<file path="src/rtl/limb_serial_add_sub.sv">
// Limb-serial add/subtract. One LIMB-bit slice is processed per clock, LSB first, through a
// single adder and a carry register. Valid/ready handshakes on both the request and result sides.
module limb_serial_add_sub #(
  parameter int unsigned WIDTH = 32,
  parameter int unsigned LIMB  = 8
) (
  input  logic             CLK,
  input  logic             RESET,
  input  logic             in_valid,
  output logic             in_ready,
  input  logic             op,
  input  logic [WIDTH-1:0] z,
  input  logic [WIDTH-1:0] x,
  input  logic             CIN,
  output logic             out_valid,
  input  logic             out_ready,
  output logic [WIDTH-1:0] a,
  output logic             COUT,
  output logic             OVF
);

  localparam int unsigned NLIMB = WIDTH / LIMB;
  localparam int unsigned CntW  = (NLIMB > 1) ? $clog2(NLIMB) : 1;
  localparam logic [CntW-1:0] LastCnt = CntW'(NLIMB - 1);

  if ((LIMB == 0) || (WIDTH % LIMB != 0)) begin : g_bad_limb
    $error("limb_serial_add_sub: WIDTH must be a non-zero multiple of LIMB");
  end

  typedef enum logic [1:0] {StIdle, StRun, StDone} state_e;

  state_e            state_q, state_d;
  logic [CntW-1:0]   cnt_q, cnt_d;
  logic              carry_q, carry_d;
  logic [WIDTH-1:0]  z_q, z_d;
  logic [WIDTH-1:0]  x_q, x_d;
  logic [WIDTH-1:0]  acc_q, acc_d;
  logic [WIDTH-1:0]  a_q, a_d;
  logic              cout_q, cout_d;
  logic              ovf_q, ovf_d;

  int unsigned       base;
  logic [LIMB-1:0]   z_limb, x_limb;
  logic [LIMB:0]     sum;
  logic [WIDTH-1:0]  res;

  always_comb begin
    base   = 32'(cnt_q) * LIMB;
    z_limb = z_q[base +: LIMB];
    x_limb = x_q[base +: LIMB];
    sum    = {1'b0, z_limb} + {1'b0, x_limb} + {{LIMB{1'b0}}, carry_q};
    res    = acc_q;
    res[base +: LIMB] = sum[LIMB-1:0];
  end

  always_comb begin
    state_d = state_q;
    cnt_d   = cnt_q;
    carry_d = carry_q;
    z_d     = z_q;
    x_d     = x_q;
    acc_d   = acc_q;
    a_d     = a_q;
    cout_d  = cout_q;
    ovf_d   = ovf_q;
    unique case (state_q)
      StIdle: begin
        if (in_valid) begin
          // Subtraction is folded into the operand: z + ~x + !CIN.
          state_d = StRun;
          cnt_d   = '0;
          carry_d = CIN ^ op;
          z_d     = z;
          x_d     = op ? ~x : x;
          acc_d   = '0;
        end
      end
      StRun: begin
        acc_d   = res;
        carry_d = sum[LIMB];
        cnt_d   = cnt_q + 1'b1;
        if (cnt_q == LastCnt) begin
          state_d = StDone;
          cnt_d   = '0;
          a_d     = res;
          cout_d  = sum[LIMB];
          // x_q already holds the effective (possibly inverted) operand, so one rule covers both ops.
          ovf_d   = (z_q[WIDTH-1] == x_q[WIDTH-1]) && (res[WIDTH-1] != z_q[WIDTH-1]);
        end
      end
      StDone: begin
        if (out_ready) state_d = StIdle;
      end
      default: state_d = StIdle;
    endcase
  end

  always_ff @(posedge CLK) begin
    if (RESET) begin
      state_q <= StIdle;
      cnt_q   <= '0;
      carry_q <= 1'b0;
      z_q     <= '0;
      x_q     <= '0;
      acc_q   <= '0;
      a_q     <= '0;
      cout_q  <= 1'b0;
      ovf_q   <= 1'b0;
    end else begin
      state_q <= state_d;
      cnt_q   <= cnt_d;
      carry_q <= carry_d;
      z_q     <= z_d;
      x_q     <= x_d;
      acc_q   <= acc_d;
      a_q     <= a_d;
      cout_q  <= cout_d;
      ovf_q   <= ovf_d;
    end
  end

  assign in_ready  = (state_q == StIdle);
  assign out_valid = (state_q == StDone);
  assign a         = a_q;
  assign COUT      = cout_q;
  assign OVF       = ovf_q;

endmodule
</file>
<file path="config.mk">
export PLATFORM = sky130hd
export DESIGN_NAME = limb_serial_add_sub
export DESIGN_NICKNAME = d
export VERILOG_FILES = /design/src/rtl/limb_serial_add_sub.sv
export SDC_FILE = /design/constraint.sdc
export NUM_CORES = 1
export LEC_CHECK = 0
export CORE_MARGIN = 2
export CORE_UTILIZATION = 48
export CTS_CLUSTER_SIZE = 40
export DETAILED_ROUTE_END_ITERATION = 16
export GPL_TIMING_DRIVEN = 0
export PLACE_DENSITY = 0.85
export SLEW_MARGIN = 20
export SYNTH_ARGS = -nofsm -noshare
export SYNTH_HDL_FRONTEND = slang
export SYNTH_SLANG_ARGS = --single-unit
</file>
<file path="constraint.sdc">
create_clock -name CLK -period 2.9 [get_ports CLK]
set_input_delay 0.29 -clock CLK [delete_from_list [all_inputs] [get_ports CLK]]
set_output_delay 0.29 -clock CLK [all_outputs]
set_load 0.02 [all_outputs]
</file>
==> results of run 1 <==
==> area by class of cell <==
class | instances | area share
multi-input cells | 492 | 0.418
flip-flops and latches | 135 | 0.318
repair buffers | 115 | 0.133
clock buffers | 27 | 0.0591
plain buffers | 59 | 0.0339
well taps | 172 | 0.0253
clock inverters | 3 | 0.00764
inverters | 11 | 0.00485
==> metal layers <==
| layer | GRT usage | part of all wire | wire [um] |
|---|---|---|---|
| met4 | 0.100 | 0.033 | 639 |
| met5 | 0 | 0 | 0 |
| met1 | 0.337 | 0.40 | 7630 |
| met2 | 0.443 | 0.48 | 9270 |
| met3 | 0.0601 | 0.089 | 1710 |
==> metrics by stage <==
stage	std cells	setup WS [ns]	util	hold slack, ns	power (mW)
6_report	1014	-0.145	0.672	0.363	4.99
5_1_grt	1014	-0.230	0.672	0.397	5.12
4_1_cts	1008	-0.0598	0.657	0.356	4.89
3_5_place_dp	972	-0.456	0.593	0.443	2.75
3_3_place_gp	972	-0.363	0.593	0.437	2.73
2_1_floorplan	697	0.0101	-	0.426	2.48
==> worst max-delay path, delay by kind of cell, from the launching register on <==
family                   cells  cell delay [ns]
flip-flops                   1             0.37
multiplexers                 1             0.54
AO/OA/AOI/OAI                3             0.80
AND/OR/NAND/NOR              2             0.48
buffers and inverters        2             0.29
adder cells (fa/ha/maj)      1             0.41
==> logic make-up after synthesis <==
kind of cell,count (synthesis),synth area share
mux,16,0.0577
buf+inv,70,0.0469
fa+ha+maj,15,0.0325
xor+xnor,37,0.0519
simple gates,223,0.158
flops,135,0.433
compound gates,201,0.220
==> flip-flops by register name (all words and copies together) (netlist names) <==
name	count
cnt_q	2
z_q	32
x_q	32
OVF	1
COUT	1
acc_q	32
carry_q	1
a	32
state_q	2
==> what timing repair did <==
| action | 4_1_cts | 5_1_grt |
|---|---|---|
| resized for setup | 36 | 28 |
| hold buffers | 0 | 0 |
| buffers inserted | 6 | 7 |
| pin swaps | 11 | 12 |
| setup endpoints to repair | 42 | 40 |
| gates cloned | 0 | 0 |
==> worst max path at each step <==
stage / from / endpoint / slack [ns] / cells past startpoint
after floorplan: cnt_q[0] / COUT / 0.01 / 9
after global placement: cnt_q[1] / a[7] / -0.36 / 9
after detailed placement: cnt_q[1] / a[7] / -0.46 / 9
after CTS: cnt_q[0] / acc_q[28] / -0.06 / 9
after global routing: cnt_q[0] / acc_q[7] / -0.23 / 9
final: cnt_q[0] / a[7] / -0.14 / 9
==> cells in the final DEF (no fill, tap or decap), types with 5 or more instances in the layout <==
cell,count
a221oi_1,8
a31oi_1,13
clkdlybuf4s50_1,103
a22oi_1,12
clkbuf_1,38
xnor2_1,34
o21ai_0,9
clkbuf_16,17
nand2b_1,5
o21ai_2,8
ha_1,8
buf_4,11
a221oi_2,8
buf_2,21
a211oi_1,53
nand2_1,76
nor3_1,16
mux4_2,16
inv_1,7
nor2_1,97
clkbuf_8,5
a21oi_1,56
dfxtp_1,133
==> where the power goes <==
group | switching, mW | total (mW) | internal (mW)
Combinational | 0.487 | 0.856 | 0.369
Sequential | 0.0636 | 2.01 | 1.95
Clock | 0.773 | 2.12 | 1.35
==> synthesized netlist by cell type, drive strengths merged (5+ instances only) <==
master,instances,share of area
ha,13,0.026
o21ai,19,0.016
nand2,76,0.046
nor2,98,0.059
mux4,16,0.058
inv,7,0.0042
nand2b,5,0.0050
nor3,19,0.016
dfxtp,135,0.43
a211oi,58,0.071
a31oi,13,0.013
a21oi,59,0.048
buf,26,0.020
a221oi,16,0.022
clkbuf,33,0.020
xnor2,35,0.049
a22oi,16,0.019
==> impl_metrics.py, run 1 <==
metrics = {
    "worst_setup_path": {
        "startpoint_type": "flip-flop",
        "cpPeakStageDelay_ns": 0.54,
        "crit_fanout": 8,
        "r2r-start": "cnt_q[0]",
        "crit_chain": "buf_12 -> mux4_2 -> fa_2 -> buf_4 -> a211oi_4 -> nor3_2 -> or3_4 -> a32oi_2 -> a211oi_1",
        "r2r_cells": 9,
        "ff2ff_setup_slack_ns": -0.14,
        "critPathRequiredTime_ns": 3.18,
        "worst_ep_arrival_time_ns": 3.32,
        "cp_slowest_cell": "mux4_2",
        "crit_path_end_kind": "flip-flop",
        "reg2reg_to": "a[7]",
        "path_class": "flip-flop to flip-flop",
    },
    "final_layout": {
        "drive_gt1_frac": 0.162,
        "area_growth_pct": 36.4,
        "fillers": 932,
        "seq_area_mm2": 0.00271,
        "final_area_mm2": 0.00852,
        "final_nets": 916,
        "antenna_cells": 0,
        "multi_input_area_mm2": 0.00356,
    },
    "synth": {
        "ys.flop_type": "dfxtp_1",
        "ys_warn_count": 0,
        "synth_seq_area_share": 0.433,
        "avgSynthCellArea_um2": 8.96,
        "async_flop_share": 0,
        "netlist_area_mm2": 0.00624,
        "synth_edf_count": 0,
        "synth_cell_types": 53,
        "synth_cells": 697,
        "ys_seq_elements": 135,
        "syn_nets": 782,
    },
    "global_routing": {
        "grt_overflow": 0,
        "grt_pass1_wl_mm": 29.7,
        "antenna_found_initial": 0,
        "grt_pass1_vias": 5821,
        "grt_start_max_net_pins": 17,
        "grtUsageTotal": 0.266,
    },
    "placement": {
        "io_buffer_count": 103,
        "place.gp.congestion": 0.933,
        "dp_hpwl_mm": 12.6,
        "place_area_mm2": 0.00751,
    },
    "outcome": {
        "violations": "negative setup slack",
        "status": "finished with violations",
    },
    "timing": {
        "worstMarginPinSlew_ns": 0.872,
        "setup_violations": 25,
        "setup_tns_ns": -1.15,
        "relSlewSlack": 0.414,
        "drv_slew": 0,
        "min_period_ns": 3.04,
        "timing.final.hold_violations": 0,
        "fin_skew_ns": 0.00817,
        "rsz0062_at_grt": "yes",
        "finalCritPeriodShare": 1.05,
        "fin_ws_ns": -0.145,
        "fmax_mhz": 328,
    },
    "min_path": {
        "worstHoldEndpoint": "carry_q",
        "min-delay-start": "RESET",
        "hold_path.class": "input port to flip-flop",
        "hold_depth": 4,
    },
    "cts": {
        "numCtsBuffers": 17,
        "clockBufferDepth": 2,
        "htree_levels": 4,
        "cts-root-buf": "clkbuf_16",
        "clk-insertion-delay-late_ns": 0.42,
        "cts_tree": "done",
        "cts_sinks": 135,
        "cts.clk_slew.worst_paths_ns": 0.06,
    },
    "routing": {
        "ant_nets": 0,
        "drtPass1Iterations": 10,
        "drt_wl_total_mm": 19.3,
        "drc": 0,
        "vias_per_cell": 6.05,
        "vias": 6133,
        "first_iter_violations": 812,
        "routedWlPerCell_um": 19.0,
    },
    "power_and_ir_drop": {
        "power_density_mw_per_mm2": 586,
        "p_leak_nw": 3.01,
        "ir_drop_mv": 0.426,
    },
    "floorplanning": {
        "die_y_um": 118,
        "rows": 41,
        "die_w_um": 118,
        "initial_core_util": 0.493,
        "die-area_mm2": 0.0139,
        "core_area_mm2": 0.0127,
        "io_pins": 106,
    },
    "run": {
        "maxCapViolCount": 0,
    },
}
Note: power is estimated with default switching activity, not from simulation.
==> run 2, diff against run 1 <==
TNS_END_PERCENT = 20   (was unset)
==> run 2 against run 1 <==
The flow still finishes with violations (negative setup slack). Cell count is 0.59% lower. Routed wire length fell by 4.9%. First-iteration DRC count decreased by 8.0%. Die area stayed put. Global-route usage stayed put. Hold slack got worse by 0.00099 ns. Clock-buffer cell count unchanged. Fmax up 2.2%.
==> impl_metrics.py, run 2 (synthesized netlist as in run 1, its figures left out) <==
metrics = {
    "outcome": {
        "violations": "negative setup slack",
        "status": "finished with violations",
    },
    "routing": {
        "routedWlPerCell_um": 18.2,
        "first_iter_violations": 747,
        "vias": 6009,
        "vias_per_cell": 5.96,
        "drtPass1Iterations": 5,
        "drt_wl_total_mm": 18.3,
        "drc": 0,
        "ant_nets": 0,
    },
    "timing": {
        "fmax_mhz": 336,
        "setup_violations": 24,
        "rsz0062_at_grt": "yes",
        "fin_skew_ns": 0.00987,
        "drv_slew": 0,
        "timing.final.hold_violations": 0,
        "setup_tns_ns": -0.793,
        "relSlewSlack": 0.459,
        "finalCritPeriodShare": 1.03,
        "fin_ws_ns": -0.0795,
        "worstMarginPinSlew_ns": 0.812,
        "whs_ns": 0.362,
        "min_period_ns": 2.98,
    },
    "placement": {
        "place_area_mm2": 0.00751,
        "pre_cts_slack_ns": -0.456,
        "io_buffer_count": 103,
        "place.gp.congestion": 0.933,
        "dp_hpwl_mm": 12.6,
        "place_inst": 972,
    },
    "cts": {
        "cts_tree": "done",
        "cts.clk_slew.worst_paths_ns": 0.06,
        "clk-insertion-delay-late_ns": 0.42,
        "clockBufferDepth": 2,
        "cts_sinks": 135,
        "cts.hold.buffers_added": 0,
        "numCtsBuffers": 17,
        "cts-root-buf": "clkbuf_16",
        "htree_levels": 4,
    },
    "power_and_ir_drop": {
        "p_int_mw": 3.64,
        "clkPwrFrac": 0.428,
        "p_leak_nw": 2.98,
        "p_sw_mw": 1.28,
        "power_mw": 4.93,
        "switching_share": 0.261,
        "pwr-share-comb": 0.164,
        "ir_drop_mv": 0.438,
        "p_seq_frac": 0.407,
        "power_density_mw_per_mm2": 589,
    },
    "worst_setup_path": {
        "critPathRequiredTime_ns": 3.18,
        "crit_chain": "buf_12 -> mux4_2 -> fa_2 -> fa_2 -> a21o_1 -> a21oi_4 -> xnor2_4 -> a221oi_2 -> nor3_1",
        "crit_top_cell": "fa_2",
        "cp_top_family": "adder cells",
        "path_class": "flip-flop to flip-flop",
        "worst-path-buf-inv": 1,
        "crit_fanout": 8,
        "cpPeakStageDelay_ns": 0.54,
        "worst_ep_arrival_time_ns": 3.26,
        "startpoint_type": "flip-flop",
        "cp_slowest_cell": "mux4_2",
        "crit_path_end_kind": "flip-flop",
    },
    "final_layout": {
        "final_nets": 910,
        "final_area_mm2": 0.00837,
        "final_common_cell": "dfxtp_1",
        "antenna_cells": 0,
        "mostFrequentLayoutCells": "dfxtp_1, clkdlybuf4s50_1, nor2_1, nand2_1, a21oi_1",
        "final_cells": 1008,
        "fin_util": 0.660,
        "area_growth_pct": 34.1,
        "drive_gt1_frac": 0.138,
    },
    "global_routing": {
        "antenna_found_initial": 0,
        "grt_pass1_vias": 5823,
        "grt_pass1_wl_mm": 29.7,
        "grt_start_max_net_pins": 17,
        "grtUsageTotal": 0.266,
        "grt_overflow": 0,
    },
    "floorplanning": {
        "io_pins": 106,
        "die-area_mm2": 0.0139,
        "rows": 41,
        "core_area_mm2": 0.0127,
        "initial_core_util": 0.493,
        "die_y_um": 118,
        "die_w_um": 118,
    },
    "run": {
        "maxCapViolCount": 0,
    },
    "min_path": {
        "hold_path.class": "input port to flip-flop",
    },
}
[run 2: cell count changes in the layout (fill, tap and decap cells not counted), sizes merged]
cell  previous run  this run
buf             38        32
[run 2: worst paths after layout]
check | to | slack (ns) | start | depth (start not counted)
max | acc_q[4] | -0.08 | cnt_q[0] | 9
min | carry_q | 0.36 | RESET | 4
max reg2reg | acc_q[4] | -0.08 | cnt_q[0] | 9
min reg2reg | z_q[20] | 0.45 | z_q[20] | 2
[run 2: final cells by class]
| type | instances | area (um2) |
|---|---|---|
| Timing Repair Buffer | 109 | 1090 |
| Tap cell | 172 | 215 |
| Inverter | 11 | 41.3 |
| Fill cell | 971 | 4300 |
| Sequential cell | 135 | 2710 |
| Clock buffer | 27 | 503 |
| Multi-Input combinational cell | 492 | 3460 |
| Buffer | 59 | 289 |
| Clock inverter | 3 | 65.1 |
[run 2: worst register-to-register path: stages (launching register included)]
cell and delay, ns:
dfxtp_4 0.36, buf_12 0.13, mux4_2 0.54, fa_2 0.43, fa_2 0.37, a21o_1 0.20, a21oi_4 0.27, xnor2_4 0.19
a221oi_2 0.27, nor3_1 0.09
[run 2: per-layer routing]
metal	vias to the layer above	wire, um	global-route usage
met2	378	8880	0.443
met5	-	0	0
li1	2761	-	-
met4	0	501	0.100
met1	2813	7260	0.337
met3	57	1680	0.0601
[run 2: repair_timing]
action,in CTS,in global routing
pin swaps,11,8
resized for setup,36,8
setup buffers,6,1
setup endpoints to repair,42,40
gates cloned,0,0
[run 2: power by group through the flow]
stage / clock network, mW / registers [mW] / logic (mW)
floorplan: 0 / 2.02 / 0.462
global placement: 0 / 2.04 / 0.695
detailed placement: 0 / 2.04 / 0.711
CTS: 2.11 / 2.00 / 0.781
global route: 2.20 / 2.02 / 0.867
finish: 2.11 / 2.01 / 0.810
==> run 3, diff against run 2 <==
CORE_UTILIZATION = 50   (was 48)
CTS_BUF_LIST = sky130_fd_sc_hd__clkbuf_4   (was unset)
PLACE_DENSITY = 0.88   (was 0.85)
clock period = 2.57 ns   (was 2.9 ns; I/O delays follow)
==> run 3 against run 2 <==
Via count rose by 2.0%. The run still ends with negative setup slack left. Sequential power increased by 12%. Non-clock buffer count is 10 higher. Cell count grew 0.79%. Register-to-register slack got worse by 0.37 ns. Total power is 4.1% lower.
==> impl_metrics.py, run 3 (synthesized netlist as in run 1, its figures left out) <==
metrics = {
    "outcome": {
        "status": "finished with violations",
        "violations": "negative setup slack",
    },
    "floorplanning": {
        "rows": 40,
        "die_y_um": 116,
        "core_area_mm2": 0.0121,
        "die_w_um": 116,
        "die-area_mm2": 0.0134,
        "io_pins": 106,
        "initial_core_util": 0.515,
    },
    "placement": {
        "place_inst": 968,
        "pre_cts_slack_ns": -0.714,
        "place.gp.congestion": 0.974,
        "io_buffer_count": 103,
        "dp_hpwl_mm": 12.4,
    },
    "min_path": {
        "hold_depth": 4,
        "hold_path.class": "input port to flip-flop",
    },
    "cts": {
        "cts.clk_slew.worst_paths_ns": 0.12,
        "cts.hold.buffers_added": 0,
        "cts_sinks": 135,
        "clockBufferDepth": 2,
        "numCtsBuffers": 17,
        "cts-root-buf": "clkbuf_4",
        "cts_tree": "done",
        "htree_levels": 4,
        "clk-insertion-delay-late_ns": 0.57,
    },
    "global_routing": {
        "grt_start_max_net_pins": 17,
        "grt_overflow": 0,
        "grt_pass1_wl_mm": 29.5,
        "grtUsageTotal": 0.286,
        "grt_pass1_vias": 5897,
        "antenna_found_initial": 0,
    },
    "routing": {
        "drt_wl_total_mm": 19.2,
        "ant_nets": 0,
        "routedWlPerCell_um": 18.9,
        "vias": 6130,
        "drtPass1Iterations": 5,
        "drc": 0,
        "vias_per_cell": 6.03,
        "first_iter_violations": 767,
    },
    "worst_setup_path": {
        "worst-path-buf-inv": 2,
        "cpPeakStageDelay_ns": 0.55,
        "r2r_cells": 10,
        "path_class": "flip-flop to flip-flop",
        "crit_fanout": 7,
        "worst_ep_arrival_time_ns": 3.44,
        "startpoint_type": "flip-flop",
        "cp.depth": 10,
        "crit_path_end_kind": "flip-flop",
        "cp_slowest_cell": "mux4_2",
        "cp_top_family": "compound AO/OA/AOI/OAI gates",
        "crit_chain": "buf_12 -> mux4_2 -> fa_2 -> fa_2 -> a21o_1 -> a21oi_4 -> buf_12 -> o21ai_4 -> a2111oi_4 -> nor3_1",
        "critPathRequiredTime_ns": 2.99,
    },
    "timing": {
        "fin_skew_ns": 0.0214,
        "drv_slew": 0,
        "rsz0062_at_grt": "yes",
        "setup_tns_ns": -16.96,
        "timing.final.hold_violations": 0,
        "whs_ns": 0.183,
        "fmax_mhz": 331,
        "fin_ws_ns": -0.449,
        "min_period_ns": 3.02,
        "relSlewSlack": 0.465,
        "setup_violations": 58,
        "worstMarginPinSlew_ns": 0.802,
        "finalCritPeriodShare": 1.17,
    },
    "power_and_ir_drop": {
        "p_leak_nw": 2.91,
        "ir_drop_mv": 0.280,
        "power_density_mw_per_mm2": 568,
    },
    "final_layout": {
        "antenna_cells": 0,
        "drive_gt1_frac": 0.180,
        "final_nets": 920,
        "fin_util": 0.687,
        "final_common_cell": "dfxtp_1",
        "final_cells": 1016,
        "mostFrequentLayoutCells": "dfxtp_1, clkdlybuf4s50_1, nor2_1, nand2_1, a21oi_1",
        "area_growth_pct": 33.2,
    },
    "run": {
        "maxCapViolCount": 0,
    },
}
## run 3: metal layers
layer / global-route usage / vias up / share of wire
met5: 0 / - / 0
met4: 0.166 / 0 / 0.050
met3: 0.0628 / 104 / 0.10
met2: 0.460 / 422 / 0.47
met1: 0.355 / 2825 / 0.38
li1: - / 2779 / -
## run 3: area by class of cell
cell class	instances	area [um2]
Multi-Input combinational cell	492	3590
Inverter	11	41.3
Timing Repair Buffer	119	1180
Fill cell	908	3800
Clock buffer	19	143
Buffer	59	298
Sequential cell	135	2710
Clock inverter	13	148
Tap cell	168	210
## run 3: path summary, 6_finish.rpt
check             startpoint         to  slack, ns
setup / recovery    cnt_q[0]       COUT      -0.45
hold reg to reg       z_q[5]     z_q[5]       0.46
setup reg to reg    cnt_q[0]       COUT      -0.45
hold / removal         RESET  acc_q[23]       0.18
## run 3: report_power, final
part / switching (mW) / internal [mW] / leakage (nW)
logic: 0.567 / 0.443 / 1.66
registers: 0.0691 / 2.19 / 1.10
clock network: 0.843 / 0.608 / 0.146
## run 3: repair_timing
action | in CTS | in global routing
endpoints found under the setup margin | 67 | 65
pin swaps | 17 | 19
setup buffers | 9 | 7
gates resized for setup | 50 | 25
## run 3: metrics by stage
stage / cell area (um2) / total power [mW]
after floorplan: 6280 / 2.81
after global placement: 7520 / 3.09
after detailed placement: 7520 / 3.11
after CTS: 8130 / 4.61
after global routing: 8320 / 4.89
final: 8320 / 4.72
## run 3: worst min-delay path: stages
cell     delay, ns
buf_2         0.15
nor2b_1       0.15
nand2_1       0.09
o21ai_1       0.05
